`src/rtl/hack_memory_bank_if.sv`:
```
// Bus bundle for hack_memory_bank: bit register, word register and RAM ports.
interface hack_memory_bank_if #(
    parameter int DATA_WIDTH = 16,
    parameter int ADDR_WIDTH = 3
);
    logic                  bit_in;
    logic                  bit_load;
    logic                  bit_out;
    logic [DATA_WIDTH-1:0] reg_in;
    logic                  reg_load;
    logic [DATA_WIDTH-1:0] reg_out;
    logic [DATA_WIDTH-1:0] ram_in;
    logic [ADDR_WIDTH-1:0] ram_address;
    logic                  ram_load;
    logic [DATA_WIDTH-1:0] ram_out;

    modport master (
        output bit_in, bit_load, reg_in, reg_load, ram_in, ram_address, ram_load,
        input  bit_out, reg_out, ram_out
    );

    modport slave (
        input  bit_in, bit_load, reg_in, reg_load, ram_in, ram_address, ram_load,
        output bit_out, reg_out, ram_out
    );
endinterface

```
`src/rtl/hack_memory_bank.sv`:
```
// Hack leaf storage: 1-bit register, word register and 2**ADDR_WIDTH-word RAM.
// Define HACK_MEMORY_BANK_RAM_OUT_REG_EN for a registered (1-cycle) RAM read.
module hack_memory_bank #(
    parameter int DATA_WIDTH = 16,
    parameter int ADDR_WIDTH = 3
) (
    input  logic            clock,
    input  logic            reset_n,
    hack_memory_bank_if.slave bus
);
    localparam int unsigned DEPTH = 2 ** ADDR_WIDTH;

    logic                  bit_q = 1'b0;
    logic [DATA_WIDTH-1:0] reg_q = '0;
    logic [DATA_WIDTH-1:0] mem [DEPTH] = '{default: '0};

    always_ff @(posedge clock) begin
        if (!reset_n) begin
            bit_q <= 1'b0;
            reg_q <= '0;
            for (int unsigned i = 0; i < DEPTH; i++) begin
                mem[i] <= '0;
            end
        end else begin
            if (bus.bit_load) begin
                bit_q <= bus.bit_in;
            end
            if (bus.reg_load) begin
                reg_q <= bus.reg_in;
            end
            if (bus.ram_load) begin
                mem[bus.ram_address] <= bus.ram_in;
            end
        end
    end

    assign bus.bit_out = bit_q;
    assign bus.reg_out = reg_q;

`ifdef HACK_MEMORY_BANK_RAM_OUT_REG_EN
    logic [DATA_WIDTH-1:0] ram_q = '0;

    // Reads the pre-write contents, so a same-edge write shows up one cycle later.
    always_ff @(posedge clock) begin
        if (!reset_n) begin
            ram_q <= '0;
        end else begin
            ram_q <= mem[bus.ram_address];
        end
    end

    assign bus.ram_out = ram_q;
`else
    assign bus.ram_out = mem[bus.ram_address];
`endif
endmodule

```
`src/flat_wrapper.sv`:
```
// flat-port wrapper written by rule: the top's interface ports become plain ports
module hack_memory_bank_flat 
#(
    parameter int DATA_WIDTH = 16,
    parameter int ADDR_WIDTH = 3
)
  (clock, reset_n, bus_bit_in, bus_bit_load, bus_reg_in, bus_reg_load, bus_ram_in, bus_ram_address, bus_ram_load, bus_bit_out, bus_reg_out, bus_ram_out);
  hack_memory_bank_if #(.DATA_WIDTH(DATA_WIDTH), .ADDR_WIDTH(ADDR_WIDTH)) bus_i ();
  input  logic clock;
  input  logic reset_n;
  input wire logic [$bits(bus_i.bit_in)-1:0] bus_bit_in;
  input wire logic [$bits(bus_i.bit_load)-1:0] bus_bit_load;
  input wire logic [$bits(bus_i.reg_in)-1:0] bus_reg_in;
  input wire logic [$bits(bus_i.reg_load)-1:0] bus_reg_load;
  input wire logic [$bits(bus_i.ram_in)-1:0] bus_ram_in;
  input wire logic [$bits(bus_i.ram_address)-1:0] bus_ram_address;
  input wire logic [$bits(bus_i.ram_load)-1:0] bus_ram_load;
  output wire logic [$bits(bus_i.bit_out)-1:0] bus_bit_out;
  output wire logic [$bits(bus_i.reg_out)-1:0] bus_reg_out;
  output wire logic [$bits(bus_i.ram_out)-1:0] bus_ram_out;
  assign bus_i.bit_in = bus_bit_in;
  assign bus_i.bit_load = bus_bit_load;
  assign bus_i.reg_in = bus_reg_in;
  assign bus_i.reg_load = bus_reg_load;
  assign bus_i.ram_in = bus_ram_in;
  assign bus_i.ram_address = bus_ram_address;
  assign bus_i.ram_load = bus_ram_load;
  assign bus_bit_out = bus_i.bit_out;
  assign bus_reg_out = bus_i.reg_out;
  assign bus_ram_out = bus_i.ram_out;
  hack_memory_bank #(.DATA_WIDTH(DATA_WIDTH), .ADDR_WIDTH(ADDR_WIDTH)) u_core (.clock(clock), .reset_n(reset_n), .bus(bus_i));
endmodule
```
`config.mk`:
```
export PLATFORM = sky130hd
export DESIGN_NAME = hack_memory_bank_flat
export DESIGN_NICKNAME = d
export VERILOG_FILES = /design/src/rtl/hack_memory_bank_if.sv /design/src/rtl/hack_memory_bank.sv /design/src/flat_wrapper.sv
export SDC_FILE = /design/constraint.sdc
export NUM_CORES = 1
export LEC_CHECK = 0
export BUFFER_PORTS_ARGS = -buffer_cell sky130_fd_sc_hd__buf_2
export CAP_MARGIN = 10
export CORE_MARGIN = 2
export CORE_UTILIZATION = 55
export CTS_CLUSTER_SIZE = 40
export DETAILED_ROUTE_END_ITERATION = 8
export MAX_ROUTING_LAYER = met4
export PLACE_DENSITY = 0.86
export SLEW_MARGIN = 20
export SYNTH_ARGS = -nofsm -noshare
export SYNTH_HDL_FRONTEND = slang
export SYNTH_SLANG_ARGS = --single-unit
```
`constraint.sdc`:
```
create_clock -name clock -period 2.2 [get_ports clock]
set_input_delay 0 -clock clock [delete_from_list [all_inputs] [get_ports clock]]
set_output_delay 0 -clock clock [all_outputs]
set_load 0.05 [all_outputs]
```
# Yosys cells after proc, flatten, opt, wreduce, memory -nomap -nowiden
# Memories as Yosys holds them, arrays and structs flattened.
# Cells that the tools add are included.
# word_totals
regBits	17
ram_bits	128
out_inout_bits	33
n_memories	1
input_bits	41
word_cells	11
# mem_list
memory	words	word_bits	rd	rd_ports_with_merged_regs	write_ports	line	source
u_core.mem	8	16	1	0	8	hack_memory_bank.sv:15	logic [DATA_WIDTH-1:0] mem [DEPTH] = '{default: '0};
# classes
n_reduce_logical	1
mux	7
# ops
op	count
16-bit 2-to-1 mux	1
16-bit OR reduction	1
1-bit 2-to-1 mux	5
3-bit 2-to-1 mux	1

# Longest topological paths before layout
# depth
word_depth	5
mapped_depth	5
depth_no_buf	3

# Worst setup path before layout
# OpenSTA, ideal clock, no wires.
# synth_timing
path_type	input -> register
from	input port bus_ram_address[0]
to	memory u_core.mem[3][0] (enable)
cell_stages	3
setup_slack_ns	0.180
setup_time_ns	0.411
arrival_time_ns	1.609
cell_sequence	buf_2 > nand2_1 > o21ai_0
# synth_lines
element	line	source
start: declaration	flat_wrapper.sv:16	input wire logic [$bits(bus_i.ram_address)-1:0] bus_ram_address;
end: declaration	hack_memory_bank.sv:15	

# Worst setup path after layout
# layout_timing
from	memory u_core.mem[5][13]
to	output port bus_ram_out[13]
# layout_between
elab_chain_cells	1
# layout_rtl
element	line	source
memory read 8 x 16 bit	--	
end: declaration	flat_wrapper.sv:20	output wire logic [$bits(bus_i.ram_out)-1:0] bus_ram_out;
# Every way passes these cells.

==> results by group <==
Clocking
  – CTS H-tree lvls: 4
  – # resized after CTS: 0
  – Worst skew pair latency: 0.41 ns
  – CTS Buffer Depth: 2
  – Total CTS buffers: 17
  – CTS hold repair buffers: 34
  – Post-CTS Setup Bufs: 0
  – CTS tree: built
  – Clock Pin Slew Worst Setup and Hold Paths: 0.06 ns
  – Clk sinks: 145
  – Root buffer cell: clkbuf_16

Setup path
  – Setup crit start kind: flop
  – Critical Path RT: 2.20 ns
  – Setup CP Type: reg -> out
  – CP max FO: 1
  – CP endpoint kind: primary output
  – Crit path arrival time: 1.84 ns

Routing
  – Antenna-violating nets left: 0
  – Vias per inst: 5.662
  – Drt pass-1 iters: 7
  – Routed WL: 14710 um
  – DRC Markers: 0
  – Routed length per placed instance: 21.23 um
  – Total number of vias: 3924
  – Initial DRC count: 269

Run
  – Max-cap check violation count: 0

Cells and area
  – Commonest non-fill, non-tap cells in the layout: 128 x and2_1, 128 x edfxtp_1, 73 x buf_2
  – Antenna cells: 0
  – Design area: 8025 um^2
  – Layout cell share with drive strength beyond 1: 0.3273
  – P&R area growth vs syn: 24.18%
  – Final nets: 578
  – Fillers: 691
  – Core Util, Final: 0.7028

Logic synthesis
  – Mapped Cells: 406
  – Synth top area share: 0.5948
  – Synth area leader: edfxtp_1
  – Register bit count reported by yosys: 145
  – Syn_nets: 447
  – Syn Std Cell Area: 6462 um^2
  – Avg Cell Area, Syn: 15.92 um^2
  – Main area contributors after synthesis: edfxtp_1 59%, and2_1 12%, mux4_2 10%, dfxtp_1 5.3%, mux2i_1 2.9%
  – YS warnings: 0
  – Post-synthesis sequential area ratio: 0.6474
  – Synth cell types: 26

STA
  – Setup TNS: 0 ns
  – Final Hold Viols: 0
  – Slew Viols, Final: 0
  – Max Fclk: 543.8 MHz
  – Min cycle time layout: 1.839 ns
  – Period utilization: 0.8358
  – Skew final: 0 ns
  – Actual slew at the worst max-slew pin: 1.030 ns
  – RSZ-0062 raised after global routing: false
  – Final Setup Violations: 0
  – Hold_ws: 0.1276 ns
  – Slew headroom: 0.3105

Placed design
  – DP Area: 7103 um^2
  – HPWL after DPL: 8943 um
  – IO Port Bufs: 73
  – GPL Wtd Cong: 0.8058

Die
  – Row count: 39
  – Die W: 112.4 um
  – Initial Util: 0.5660
  – Core area: 11420 um^2
  – Ports: 74
  – Die H: 112.4 um
  – Die Area: 12630 um^2

Hold path
  – Worst hold-check path type: in -> reg

GRT
  – Initial antenna violation count: 0
  – Total grt overflow: 0
  – Overall routing resource usage: 0.2506
  – First-pass GRT wire length: 22580 um
  – Number of global-route vias before repair: 4174
  – Largest net degree at the start of global routing: 37

Power
  – Power per cell area: 848.2 nW/um^2
  – Lkg Pwr: 0.003103 uW
  – Worst vdd ir: 545.1 uV

Run status
  – Outcome: complete, no violations
-- routing by layer --
metal  track usage  part of all wire  vias up
li1              -                 -     1755
met1        0.3061              0.40     1959
met2        0.4036              0.50      179
met3       0.05130             0.071       31
met4        0.1220             0.029        0
met5             -                 0        -
-- cell usage after synthesis, drive strengths merged --
library cell  number
a31oi              1
and2             128
buf               16
clkbuf             6
dfxtp             17
edfxtp           128
inv                2
mux2              15
mux2i             19
mux4              30
nand2              2
nand2b             5
nand3              1
nand3b             1
nor2               6
nor2b             17
nor3               2
nor3b              1
o211ai             1
o21ai              6
o32a               2
-- where the power goes --
| group | total [uW] | internal, uW | switching (uW) | leakage (uW) |
|---|---|---|---|---|
| clock network | 2780 | 1650 | 1120 | 0.000288 |
| logic | 812 | 319 | 493 | 0.00145 |
| registers | 3220 | 3160 | 55.7 | 0.00137 |
-- final cells by class --
class | count | area, um^2 | share of cell area
clock buffers | 23 | 511.7 | 0.06377
clock inverters | 9 | 70.07 | 0.008731
inverters | 2 | 7.507 | 0.0009355
multi-input cells | 237 | 2140 | 0.2666
flip-flops and latches | 145 | 4184 | 0.5214
well taps | 143 | 178.9 | 0.02230
repair buffers | 134 | 933.4 | 0.1163
-- cells by family (layout without fill, tap and decap cells) --
logic type	after synthesis	count (layout)	synth area share
compound gates	10	10	0.009876
buf+inv	24	168	0.02149
simple gates	163	163	0.1582
flops	145	145	0.6474
mux	64	64	0.1630
-- per-stage QoR --
step           power, uW  worst slack, ns  instances
2_1_floorplan       3782           0.1796        406
5_1_grt             6992           0.3578        693
6_report            6807           0.3612        693
3_5_place_dp        4030           0.5433        627
4_1_cts             6827           0.3627        693
3_3_place_gp        4006           0.6115        627
-- worst max-delay path, stage by stage, from the launching register on --
cell,delay (ns)
edfxtp_1,0.41
mux4_2,0.51
mux2_2,0.28
buf_2,0.21
-- state kept, by name (all words and copies together), names as in the netlist --
signal / flops
u_core.bus.reg_out: 16
u_core.bus.bit_out: 1
u_core.mem: 128
-- final timing paths --
check,start,end,slack (ns),cells past startpoint
min reg2reg,u_core.bus.reg_out[12],u_core.bus.reg_out[12],0.52,2
min,reset_n,u_core.bus.reg_out[12],0.13,3
max,u_core.mem[5][13],bus_ram_out[13],0.36,3
max reg2reg,u_core.bus.bit_out,u_core.bus.bit_out,1.06,3
Note: power is estimated with default switching activity, not from simulation.
